`config.mk`:
```
export PLATFORM = sky130hd
export DESIGN_NAME = calc_alu
export DESIGN_NICKNAME = d
export VERILOG_FILES = /design/src/rtl/calc_pkg.sv /design/src/rtl/div_restoring.sv /design/src/rtl/calc_alu.sv
export SDC_FILE = /design/constraint.sdc
export NUM_CORES = 1
export LEC_CHECK = 0
export BUFFER_PORTS_ARGS = -buffer_cell sky130_fd_sc_hd__buf_2
export CORE_ASPECT_RATIO = 0.8
export CORE_MARGIN = 10
export CORE_UTILIZATION = 40
export DETAILED_ROUTE_END_ITERATION = 12
export SETUP_SLACK_MARGIN = 0.4
export SLEW_MARGIN = 20
export SYNTH_ARGS = -nofsm -noshare
export SYNTH_HDL_FRONTEND = slang
export SYNTH_SLANG_ARGS = --single-unit
```
`constraint.sdc`:
```
create_clock -name clk -period 10.5 [get_ports clk]
set_input_delay 2.1 -clock clk [delete_from_list [all_inputs] [get_ports clk]]
set_output_delay 2.1 -clock clk [all_outputs]
set_load 0.01 [all_outputs]
```
`src/rtl/calc_pkg.sv`:
```
// Shared definitions for the calculator ALU slice.
// Provides the default operand width, the display saturation limit,
// the operation encoding and the controller state encoding.
package calc_pkg;

    localparam int unsigned WIDTH     = 14;
    localparam int unsigned MAX_VALUE = 9999;

    typedef enum logic [1:0] {
        OpAdd = 2'd0,
        OpSub = 2'd1,
        OpMul = 2'd2,
        OpDiv = 2'd3
    } op_t;

    typedef enum logic [1:0] {
        StIdle = 2'd0,
        StCalc = 2'd1,
        StDone = 2'd2
    } state_t;

endpackage

```
`src/rtl/div_restoring.sv`:
```
// Iterative restoring divider, one quotient bit per cycle, quotient only.
// Ports:
//   clk, reset        clock and asynchronous active-low reset
//   start             load dividend/divisor; the first iteration runs on this edge
//   dividend, divisor unsigned operands (divisor must be non-zero)
//   busy              high while the remaining WIDTH-1 iterations run
//   quotient          valid once busy has dropped
module div_restoring #(
    parameter int unsigned WIDTH = calc_pkg::WIDTH
) (
    input  logic             clk,
    input  logic             reset,
    input  logic             start,
    input  logic [WIDTH-1:0] dividend,
    input  logic [WIDTH-1:0] divisor,
    output logic             busy,
    output logic [WIDTH-1:0] quotient
);

    localparam int unsigned CntW = $clog2(WIDTH);

    logic [WIDTH-1:0] rem_q, quo_q, dvs_q;
    logic [CntW-1:0]  cnt_q;
    logic             busy_q;

    logic [WIDTH-1:0] rem_in, quo_in, dvs_in, rem_next, quo_next;
    logic [WIDTH:0]   shifted, diff;
    logic             borrow;

    // Doing the first step straight from the inputs lets the quotient be ready
    // one cycle earlier, so the controller can latch it on its final CALC edge.
    always_comb begin
        rem_in   = start ? '0 : rem_q;
        quo_in   = start ? dividend : quo_q;
        dvs_in   = start ? divisor : dvs_q;
        shifted  = {rem_in, quo_in[WIDTH-1]};
        diff     = shifted - {1'b0, dvs_in};
        borrow   = diff[WIDTH];
        rem_next = borrow ? shifted[WIDTH-1:0] : diff[WIDTH-1:0];
        quo_next = {quo_in[WIDTH-2:0], ~borrow};
    end

    always_ff @(posedge clk or negedge reset) begin
        if (!reset) begin
            rem_q  <= '0;
            quo_q  <= '0;
            dvs_q  <= '0;
            cnt_q  <= '0;
            busy_q <= 1'b0;
        end else if (start) begin
            rem_q  <= rem_next;
            quo_q  <= quo_next;
            dvs_q  <= divisor;
            cnt_q  <= CntW'(1);
            busy_q <= 1'b1;
        end else if (busy_q) begin
            rem_q <= rem_next;
            quo_q <= quo_next;
            cnt_q <= cnt_q + 1'b1;
            if (cnt_q == CntW'(WIDTH - 1)) begin
                busy_q <= 1'b0;
            end
        end
    end

    assign busy     = busy_q;
    assign quotient = quo_q;

endmodule

```
`src/rtl/calc_alu.sv`:
```
// Four-function calculator ALU feeding a 4-digit display.
// Ports:
//   clk, reset           clock and asynchronous active-low reset
//   start                request pulse, only sampled while idle
//   op                   0 ADD, 1 SUB, 2 MUL, 3 DIV
//   operand_a, operand_b unsigned operands, clamped to MAX_VALUE on capture
//   result               last completed result, saturated to 0..MAX_VALUE
//   busy                 high while calculating
//   done                 one-cycle pulse when result/error update
//   error                overflow, underflow or divide-by-zero of the last operation
module calc_alu #(
    parameter int unsigned WIDTH     = calc_pkg::WIDTH,
    parameter int unsigned MAX_VALUE = calc_pkg::MAX_VALUE
) (
    input  logic             clk,
    input  logic             reset,
    input  logic             start,
    input  logic [1:0]       op,
    input  logic [WIDTH-1:0] operand_a,
    input  logic [WIDTH-1:0] operand_b,
    output logic [WIDTH-1:0] result,
    output logic             busy,
    output logic             done,
    output logic             error
);

    import calc_pkg::*;

    localparam int unsigned      CntW   = $clog2(WIDTH);
    localparam logic [WIDTH-1:0] MaxVal = WIDTH'(MAX_VALUE);

    state_t             state_q;
    op_t                op_q;
    logic [WIDTH-1:0]   a_q, b_q, mplier_q, result_q;
    logic [2*WIDTH-1:0] acc_q, mcand_q;
    logic [CntW-1:0]    cnt_q;
    logic               error_q;

    logic [WIDTH-1:0]   a_clamped, b_clamped, quotient;
    logic [WIDTH:0]     sum;
    logic [2*WIDTH-1:0] acc_next;
    logic               div_start, div_busy;

    always_comb begin
        a_clamped = (operand_a > MaxVal) ? MaxVal : operand_a;
        b_clamped = (operand_b > MaxVal) ? MaxVal : operand_b;
        sum       = {1'b0, a_q} + {1'b0, b_q};
        acc_next  = mplier_q[0] ? acc_q + mcand_q : acc_q;
        // Divider is launched on the same edge the operands are captured.
        div_start = (state_q == StIdle) && start && (op_t'(op) == OpDiv) && (b_clamped != '0);
    end

    div_restoring #(
        .WIDTH (WIDTH)
    ) u_div (
        .clk      (clk),
        .reset    (reset),
        .start    (div_start),
        .dividend (a_clamped),
        .divisor  (b_clamped),
        .busy     (div_busy),
        .quotient (quotient)
    );

    always_ff @(posedge clk or negedge reset) begin
        if (!reset) begin
            state_q  <= StIdle;
            op_q     <= OpAdd;
            a_q      <= '0;
            b_q      <= '0;
            mplier_q <= '0;
            mcand_q  <= '0;
            acc_q    <= '0;
            cnt_q    <= '0;
            result_q <= '0;
            error_q  <= 1'b0;
        end else begin
            unique case (state_q)
                StIdle: begin
                    if (start) begin
                        state_q  <= StCalc;
                        op_q     <= op_t'(op);
                        a_q      <= a_clamped;
                        b_q      <= b_clamped;
                        mcand_q  <= {{WIDTH{1'b0}}, a_clamped};
                        mplier_q <= b_clamped;
                        acc_q    <= '0;
                        cnt_q    <= '0;
                    end
                end
                StCalc: begin
                    unique case (op_q)
                        OpAdd: begin
                            state_q <= StDone;
                            if (sum > {1'b0, MaxVal}) begin
                                result_q <= MaxVal;
                                error_q  <= 1'b1;
                            end else begin
                                result_q <= sum[WIDTH-1:0];
                                error_q  <= 1'b0;
                            end
                        end
                        OpSub: begin
                            state_q <= StDone;
                            if (a_q < b_q) begin
                                result_q <= '0;
                                error_q  <= 1'b1;
                            end else begin
                                result_q <= a_q - b_q;
                                error_q  <= 1'b0;
                            end
                        end
                        OpMul: begin
                            // Shift-add: one multiplier bit per cycle.
                            acc_q    <= acc_next;
                            mcand_q  <= mcand_q << 1;
                            mplier_q <= mplier_q >> 1;
                            cnt_q    <= cnt_q + 1'b1;
                            if (cnt_q == CntW'(WIDTH - 1)) begin
                                state_q <= StDone;
                                if (acc_next > {{WIDTH{1'b0}}, MaxVal}) begin
                                    result_q <= MaxVal;
                                    error_q  <= 1'b1;
                                end else begin
                                    result_q <= acc_next[WIDTH-1:0];
                                    error_q  <= 1'b0;
                                end
                            end
                        end
                        OpDiv: begin
                            if (b_q == '0) begin
                                state_q  <= StDone;
                                result_q <= '0;
                                error_q  <= 1'b1;
                            end else if (!div_busy) begin
                                // Quotient of clamped operands never exceeds MaxVal.
                                state_q  <= StDone;
                                result_q <= quotient;
                                error_q  <= 1'b0;
                            end
                        end
                        default: state_q <= StDone;
                    endcase
                end
                StDone:  state_q <= StIdle;
                default: state_q <= StIdle;
            endcase
        end
    end

    assign result = result_q;
    assign error  = error_q;
    assign busy   = (state_q == StCalc);
    assign done   = (state_q == StDone);

endmodule

```
# Yosys cells after proc, flatten, opt, wreduce, memory -nomap -nowiden
# Index checks and enable logic that the tools add are counted.
[totals]
output_inout_bits = 17
input_bits = 33
word_cells = 103
register_bits = 168
[op_classes]
bitwise_logic = 1
eq_ne = 14
muxes = 48
n_lt_le_gt_ge = 5
addsub = 6
n_reduce_logical = 14
[op_table]
columns = ["operator", "count"]
rows = [
  ["$mux 14", 18],
  ["$mux 28", 5],
  ["$pmux 28 s2", 2],
  ["$pmux 14 s4", 1],
  ["$add 28x28->28", 1],
  ["$gt 14x14->1 const B", 2],
  ["$gt 28x14->1 const B", 1],
  ["$pmux 14 s2", 1],
  ["$mux 4", 4],
  ["$add 14x14->15", 1],
  ["$gt 15x14->1 const B", 1],
  ["$sub 15x14->15", 1],
  ["$logic_not 14->1", 1],
  ["$lt 14x14->1", 1],
  ["$reduce_bool 14->1", 1],
  ["$sub 14x14->14", 1],
  ["$mux 1", 9],
  ["$reduce_and 3->1", 3],
  ["$add 4x1->4 const B", 2],
  ["$eq 2x2->1 const B", 4],
  ["$eq 4x4->1 const B", 2],
  ["$mux 2", 4],
  ["$pmux 4 s2", 1],
  ["$ne 3x3->1 const B", 2],
  ["other kinds (13)", 19],
]

# Logic depth before layout (Yosys ltp)
# Gate-level depths: netlist of the first run.
[depth]
word_depth = 9
mapped_depth = 20
ltp_nobuf = 17

# Modules after synthesis
# A second synthesis of the first run with hierarchy kept.
[unflattened]
hier_cells = 1343
area_unflattened_um2 = 11647.4
[modules_own_cells]
columns = ["module", "seq_area_each_um2", "area_each_um2", "cells_each", "instances"]
rows = [
  ["calc_alu", 3027.9, 8667.1, 1036, 1],
  ["div_restoring", 1176.1, 2980.4, 307, 1],
]

# Worst setup path after synthesis of the first run
# No wires, ideal clock.
[synth_path]
path_kind = "input to register"
start = "input port operand_b[7]"
end = "register u_div.rem_q[13]"
path_buffers = 3
arrival_ns = 5.986
stages = 19
t_required_ns = 10.417
path_slack_ns = 4.431
setup_ns = 0.083
path_cell_list = "nor4_1 > nand4_1 > nand4_1 > clkbuf_1 > buf_1 > nand2_1 > o21a_1 > ha_1 > nor2b_1 > o21a_1 > o21ai_0 > a2111oi_0 > o31ai_1 > mux2i_1 > nand2_1 > buf_2 > nor3b_1 > a21oi_1 > o21ai_0"
[synth_between]
elab_chain_cells = 9
elab_cells_between_ends = 12
classes_between = "add/sub: 1; order compare: 1; mux: 7; reduce/logical: 3"
[synth_rtl]
columns = ["element", "line", "rtl"]
rows = [
  ["start: declaration", "calc_alu.sv:20", "input logic [WIDTH-1:0] operand_b,"],
  ["$gt 14x14->1", "calc_alu.sv:46", "b_clamped = (operand_b > MaxVal) ? MaxVal : operand_b;"],
  ["$mux 14 (*)", "calc_alu.sv:46", ""],
  ["$reduce_bool 14->1", "calc_alu.sv:50", "div_start = (state_q == StIdle) && start && (op_t'(op) == OpDiv) && (b_clamped != '0);"],
  ["$logic_and 1x1->1", "calc_alu.sv:50", ""],
  ["$mux 14, on equally long branches", "div_restoring.sv:34, div_restoring.sv:33, div_restoring.sv:35", ""],
  ["$sub 15x14->15", "div_restoring.sv:37", "diff = shifted - {1'b0, dvs_in};"],
  ["$mux 14", "div_restoring.sv:39", "rem_next = borrow ? shifted[WIDTH-1:0] : diff[WIDTH-1:0];"],
  ["$mux 14", "div_restoring.sv:56", "end else if (busy_q) begin"],
  ["$mux 14", "div_restoring.sv:50", "end else if (start) begin"],
  ["end signal: assignment", "div_restoring.sv:51", "rem_q <= rem_next;"],
  ["end signal: assignment", "div_restoring.sv:57", "rem_q <= rem_next;"],
  ["end: declaration", "div_restoring.sv:22", "logic [WIDTH-1:0] rem_q, quo_q, dvs_q;"],
]
# Mark *: on every way between the ends. The rest lies on a longest branch, timed or not. The select of a mux whose other input is x is not followed.
# A chain may end at the register's enable or synchronous reset.

# Final worst setup path of the first run
[layout_path]
start = "input port operand_b[7]"
end = "register u_div.rem_q[10]"
[layout_between]
elab_chain_cells = 9
elab_cells_between_ends = 12
classes_between = "add/sub: 1; order compare: 1; mux: 7; reduce/logical: 3"
[layout_rtl]
columns = ["element", "line", "rtl"]
rows = [
  ["$gt 14x14->1", "calc_alu.sv:46", ""],
  ["$mux 14 (*)", "calc_alu.sv:46", ""],
  ["$reduce_bool 14->1", "calc_alu.sv:50", ""],
  ["$logic_and 1x1->1", "calc_alu.sv:50", ""],
  ["$mux 14 (*)", "div_restoring.sv:35", "dvs_in = start ? divisor : dvs_q;"],
  ["net u_div.dvs_in[0]", "div_restoring.sv:26", "logic [WIDTH-1:0] rem_in, quo_in, dvs_in, rem_next, quo_next;"],
  ["$sub 15x14->15 (*)", "div_restoring.sv:37", ""],
  ["$mux 14 (*)", "div_restoring.sv:39", ""],
  ["$mux 14", "div_restoring.sv:56", ""],
  ["$mux 14 (*)", "div_restoring.sv:50", ""],
]
# The timed path passes the listed nets; every way through them passes the cells marked *. The select of a mux whose other input is x is not followed.

==> qor.yml, run 1 <==
synthesis:
  syn_inst: 1291
  yosysTopAreaCell: "dfrtp_1"
  synthFlopType: "dfrtp_1"
  syn_area_um2: 11330
  synth_compound_area_frac: 0.2404
  yosysMostFrequentCell: "dfrtp_1"
  synth-edff-count: 0
  synth_adder_area_share: 0.08770
  synthSimpleGateAreaFrac: 0.1801
  synth_commonest_cells: "dfrtp_1, nand2_1, nor2_1"
  synth-warning-count: 0
  yosys-top-cells-area: "dfrtp_1, ha_1, nand2_1"
  syn_area_per_cell_um2: 8.775
  ys_ff_latch: 168
  synth_mux_area_frac: 0.03391
  ys_seq_area_frac: 0.3711
  syn_nets: 1401
  ys_async_sr_fraction: 1.000
  synth_top_family_by_area: "compound AO/OA/AOI/OAI gates"
  synth_cell_types: 79
  synth_xor_area_frac: 0.04330
  synth_top_area_frac: 0.3711
critical_path:
  path_class: "in2reg"
  crit_arrival_ns: 7.10
  ff2ff_path_depth: 17
  cp-start-kind: "input pin"
  r2r_start: "state_q[1]"
  cp.required_ns: 10.82
  r2r_slack_ns: 5.16
  worstPathMaxFanout: 72
  r2r-end: "u_div.rem_q[10]"
  cp-end-kind: "register"
power:
  totalPowerFinal_w: 0.004670
  p_leak_nw: 5.804
  vdd_drop_max_uv: 164.5
  pwr_density_cell_nw_per_um2: 375.2
global_route:
  overflow: 0
  grt_usage: 0.1849
  grt_use_met1: 0.2849
  met3_usage: 0.03698
  grt_pass1_vias: 9142
  grt_pass1_wl_mm: 52.58
  antenna_found_initial: 0
  grt_max_degree: 96
  busiest_layer: "met1"
  grt_use_met2: 0.2537
detailed_routing:
  vias: 9761
  routed_wl_mm: 33.10
  wl_per_cell_um: 19.62
  drt_first_pass_iters: 6
  via_per_inst: 5.786
  drt_iter0_markers: 928
  ant_nets: 0
  drc: 0
sta:
  finalHoldViolations: 0
  tns_ns: 0
  tightest_slew_ns: 1.058
  setup_violations: 0
  finalMaxSlewViolations: 0
  clock_skew_ns: 0.01118
  fin_crit_ns: 6.779
  fin_crit_sh: 0.6457
  fmax_mhz: 147.5
  rsz0062_at_grt: "no"
  slew_headroom: 0.2933
clock_network:
  ctsHoldBuffers: 0
  cts_max_level: 4
  cts_inserted_buffers: 17
  cts_root_buf: "clkbuf_16"
  path_clk_slew_ns: 0.07
  postCtsSetupRepairBufs: 0
  cts_tree: "yes"
  clk-insertion-delay-late_ns: 0.44
  cts_max_path_buffers: 2
  clock_sinks: 168
  cts_resized: 0
cells_and_area:
  stdcell_count: 1687
  final_util: 0.4434
  drive_above_1_share: 0.09491
  n_fill_cell: 2766
  syn2layout_area_growth_pct: 9.896
  diodes: 0
  fin_nets: 1414
placed_design:
  gp_congestion: 0.8912
  dp_cells: 1655
  hpwlAfterDp_mm: 24.31
  numPortBuffers: 49
die:
  die_h_um: 170.5
  dieWidth_um: 208.2
  ioPinCount: 50
  rows: 55
  floorplan.core_area_um2: 28080
  die_area_um2: 35490
  start_util: 0.4035
status:
  run_status: "completed"
hold_path:
  min_from: "u_div.rem_q[8]"
  holdPathStages: 2
  hold_class: "reg2reg"
  whs_endpoint: "u_div.rem_q[8]"
flow_run:
  cap_viol_max_count: 0
## how the worst max path moves through the flow
stage                      endpoint         start
detailed placement  u_div.rem_q[10]  operand_b[7]
floorplan           u_div.rem_q[13]  operand_b[7]
finish              u_div.rem_q[10]  operand_b[7]
global placement    u_div.rem_q[10]  operand_b[7]
CTS                 u_div.rem_q[10]  operand_b[7]
global route        u_div.rem_q[10]  operand_b[7]
## power by group
group          total [W]  switching [W]  internal [W]  leakage, nW
Combinational    0.00288        0.00171       0.00117         3.42
Sequential       0.00118       0.000252      0.000924         2.12
Clock           0.000615       0.000275      0.000340        0.266
Total            0.00467        0.00224       0.00244         5.80
## through the flow
| step | hold slack (ns) | cell area [um2] | worst slack, ns |
|---|---|---|---|
| 6_report | 0.4748 | 12450 | 3.721 |
| 5_1_grt | 0.5083 | 12450 | 3.232 |
| 4_1_cts | 0.4786 | 12450 | 3.741 |
| 3_5_place_dp | 0.4629 | 11890 | 3.251 |
| 3_3_place_gp | 0.4553 | 11890 | 3.460 |
| 2_1_floorplan | 0.4418 | 11330 | 4.431 |
## cells by family (layout without fill, tap and decap cells)
| logic type | count (synthesis) | count (layout) |
|---|---|---|
| AOI/OAI and AO/OA | 396 | 396 |
| xor gates and xnor gates | 56 | 56 |
| adders and majority gates | 77 | 77 |
| buffers and inverters | 129 | 155 |
| DFF | 168 | 168 |
| muxes | 36 | 36 |
| and+or+nand+nor | 429 | 429 |
## worst max-delay path, cell delays in order
cell and delay (ns):
buf_2 0.10, nor4_1 0.37, nand4_1 0.13, nand4_1 0.12, buf_4 0.56, o21ai_0 0.28, ha_1 0.30, fa_1 0.41
nor2b_1 0.12, o21a_1 0.13, o21ai_0 0.17, a2111oi_0 0.63, o31ai_1 0.24, mux2i_1 0.29, nand2_1 0.51, nand2_1 0.24
nand2_1 0.07, a221o_1 0.28
## area by class of cell
type	instances	area, um2	share of cell area
multi-input combinational	994	6650	0.5342
sequential	168	4204	0.3377
clock buffer	22	464.2	0.03729
tap	370	462.9	0.03719
timing repair buffer	60	334.1	0.02683
inverter	63	236.5	0.01900
clock inverter	10	97.59	0.007839
## cell usage in the layout (no fill, tap or decap), drive strengths merged, types with 7 or more instances in the layout
cell type	count
a22o	36
ha	73
a221o	14
nand2b	20
xor2	24
or3	10
o31ai	9
clkbuf	22
o21a	23
nor4	9
mux2	19
nand2	160
xnor2	32
nor3	32
a221oi	8
nand3	22
a211o	12
o211ai	13
nand4	12
o21ai	99
and3	8
and2	21
inv	62
mux2i	17
dfrtp	168
a211oi	13
buf	60
o22ai	8
nor2b	15
a21o	21
clkinv	7
a21oi	76
nor2	94
a31oi	11
## layer usage
| layer | vias up | wire, um |
|---|---|---|
| met5 | - | 0 |
| met4 | 0 | 555 |
| met3 | 29 | 2004 |
| met2 | 294 | 13160 |
| met1 | 4712 | 17380 |
| li1 | 4726 | - |
## registers in the layout (all words and copies together), names as in the netlist
signal,count
state_q,2
u_div.quotient,14
result,14
u_div.busy,1
a_q,14
u_div.dvs_q,14
u_div.cnt_q,4
cnt_q,4
u_div.rem_q,14
op_q,2
acc_q,28
mplier_q,14
error,1
b_q,14
mcand_q,28
Power figures use the tool's default switching activity.
==> inputs of run 2 (changes only) <==
==> constraint.sdc (replaced) <==
create_clock -name clk -period 6.69 [get_ports clk]
set_input_delay 1.338 -clock clk [delete_from_list [all_inputs] [get_ports clk]]
set_output_delay 1.338 -clock clk [all_outputs]
set_load 0.01 [all_outputs]
==> qor.yml, run 2 (same netlist as run 1, synthesis figures left out) <==
global_route:
  grt_use_met1: 0.2867  # was 0.2849
  overflow: 0  # unchanged
  grt_max_degree: 79  # was 96
  grt_pass1_wl_mm: 53.05  # was 52.58 mm
  grt_usage: 0.1871  # was 0.1849
  grt_pass1_vias: 9339  # was 9,142
  met3_usage: 0.03443  # was 0.03698
  grt_use_met2: 0.2635  # was 0.2537
  antenna_found_initial: 0  # unchanged
  busiest_layer: "met1"  # unchanged
sta:
  fin_crit_ns: 5.524
  slew_headroom: 0.2918  # was 0.2933
  tns_ns: 0  # unchanged
  setup_violations: 0  # unchanged
  clock_skew_ns: 0.01364  # was 0.01118 ns
  fmax_mhz: 181.0
  finalMaxSlewViolations: 0  # unchanged
  finalHoldViolations: 0  # unchanged
  fin_ws_ns: 1.166  # was 3.721 ns
  fin_crit_sh: 0.8257
  rsz0062_at_grt: "no"  # unchanged
  tightest_slew_ns: 1.060  # was 1.058 ns
critical_path:
  crit_arrival_ns: 5.85  # was 7.10 ns
  path_buf_inv: 1  # was 2
  cp_slowest_cell: "a2111oi_0"  # unchanged
  cp.required_ns: 7.01  # was 10.82 ns
  r2r_start: "state_q[0]"  # was state_q[1]
  path_cells: "buf_2 -> nor4_1 -> o21ai_0 -> and2_1 -> nor2_1 -> o21ai_0 -> ha_1 -> fa_1 -> nor2b_1 -> o21a_1 -> o21ai_0 -> a2111oi_0 -> o31ai_1 -> mux2i_1 -> nand2_1 -> nand2_1 -> nand2_1 -> a221o_1"  # was buf_2 -> nor4_1 -> nand4_1 -> nand4_1 -> buf_4 -> o21ai_0 -> ha_1 -> fa_1 -> nor2b_1 -> o21a_1 -> o21ai_0 -> a2111oi_0 -> o31ai_1 -> mux2i_1 -> nand2_1 -> nand2_1 -> nand2_1 -> a221o_1
  path_class: "in2reg"  # unchanged
  worstPathMaxFanout: 10  # was 72
  cp-end-kind: "register"  # unchanged
  max_stage_delay_ns: 0.63  # about the same
  cp-start-kind: "input pin"  # unchanged
  startpoint: "operand_b[7]"  # unchanged
  critPathTopFamily: "compound AO/OA/AOI/OAI gates"  # unchanged
cells_and_area:
  n_fill_cell: 2808  # was 2,766
  top_regs: "acc_q x28, mcand_q x28"  # unchanged
  final_util: 0.4461  # was 0.4434
  syn2layout_area_growth_pct: 10.56  # was 9.896%
  drive_above_1_share: 0.09917  # was 0.09491
  final_common_cell: "dfrtp_1"  # unchanged
  multi_input_area_um2: 6650  # unchanged
  layout_common_cells: "dfrtp_1, nand2_1, nor2_1, o21ai_0, a21oi_1"  # unchanged
  diodes: 0  # unchanged
  fin_nets: 1418  # was 1,414
  seq_area_um2: 4204  # unchanged
hold_path:
  min_from: "u_div.rem_q[5]"  # was u_div.rem_q[8]
  hold_class: "reg2reg"  # unchanged
die:
  start_util: 0.4035  # unchanged
  die_h_um: 170.5  # unchanged
  die_area_um2: 35490  # unchanged
  ioPinCount: 50  # unchanged
  floorplan.core_area_um2: 28080  # unchanged
  rows: 55  # unchanged
  dieWidth_um: 208.2  # unchanged
detailed_routing:
  wl_per_cell_um: 19.81  # was 19.62 um
  via_per_inst: 5.822  # was 5.786
  drt_first_pass_iters: 5  # was 6
  drt_iter0_markers: 845  # was 928
  ant_nets: 0  # unchanged
  vias: 9845  # was 9,761
  drc: 0  # unchanged
  routed_wl_mm: 33.51  # was 33.10 mm
clock_network:
  cts_resized: 0  # unchanged
  cts_inserted_buffers: 17  # unchanged
  ctsHoldBuffers: 0  # unchanged
  postCtsSetupRepairBufs: 0  # unchanged
  cts_root_buf: "clkbuf_16"  # unchanged
  path_clk_slew_ns: 0.07  # about the same
  cts_tree: "yes"  # unchanged
  clk-insertion-delay-late_ns: 0.44  # about the same
  cts_max_path_buffers: 2  # unchanged
  cts_max_level: 4  # unchanged
  clock_sinks: 168  # unchanged
flow_run:
  cap_viol_max_count: 0  # unchanged
placed_design:
  numPortBuffers: 49  # unchanged
  gp_congestion: 0.9258  # was 0.8912
  place_ws_ns: 0.7433  # was 3.251 ns
  hpwlAfterDp_mm: 25.05  # was 24.31 mm
power:
  totalPowerFinal_w: 0.007441  # was 0.004670 W
  pwr_density_cell_nw_per_um2: 594.1  # was 375.2 nW/um2
  vdd_drop_max_uv: 266.2  # was 164.5 uV
  p_leak_nw: 5.853  # was 5.804 nW
status:
  run_status: "completed"  # unchanged
run 2: cell count changes in the layout (fill, tap and decap cells not counted), sizes merged:
cell	previous run	this run
buf	60	64
clkinv	7	3
inv	62	71
clkbuf	22	18
bufinv	1	2
clkinvlp	3	1
run 2: final cells by class:
class | count | share of cell area
Tap cell | 370 | 0.03696
Inverter | 63 | 0.01888
Clock buffer | 18 | 0.03427
Clock inverter | 14 | 0.01419
Multi-Input combinational cell | 994 | 0.5310
Sequential cell | 168 | 0.3357
Timing Repair Buffer | 64 | 0.02907
run 2: worst paths after layout:
| check | endpoint | slack [ns] | depth (start not counted) |
|---|---|---|---|
| hold / removal | u_div.rem_q[5] | 0.47 | 2 |
| setup / recovery | u_div.rem_q[10] | 1.17 | 18 |
| hold reg to reg | u_div.rem_q[5] | 0.47 | 2 |
| min in group asynchronous | u_div.quotient[9] | 0.94 | 1 |
| max in group asynchronous | acc_q[9] | 4.53 | 2 |
| setup reg to reg | u_div.rem_q[10] | 1.81 | 17 |
run 2: power breakdown:
| group | internal (W) | switching, W |
|---|---|---|
| combinational | 0.00185 | 0.00269 |
| sequential | 0.00145 | 0.000397 |
| clock | 0.000570 | 0.000482 |
run 2: worst register-to-register path, stage by stage (launching register included):
cell       delay (ns)
dfrtp_1          0.44
nor2_1           0.16
and2_1           0.17
nand4_1          0.35
buf_4            0.32
mux2i_1          0.16
ha_1             0.24
fa_1             0.42
nor2b_1          0.15
o21a_1           0.14
o21ai_0          0.15
a2111oi_0        0.63
o31ai_1          0.26
mux2i_1          0.27
nand2_1          0.35
nand2_1          0.21
nand2_1          0.07
a221o_1          0.29
run 2: stage by stage:
step                      hold slack [ns]  instances  instance area [um2]
final                              0.4715       1691                12520
after global routing               0.5158       1691                12520
after CTS                          0.4787       1691                12520
after detailed placement           0.4627       1659                11920
after global placement             0.4554       1659                11920
after floorplan                    0.4418       1291                11330
run 2: per-layer routing:
layer	vias up	part of all wire	wire [um]
li1	4730	-	-
met1	4808	0.52	17570
met2	285	0.41	13650
met3	22	0.058	1933
met4	0	0.010	350
met5	-	0	0
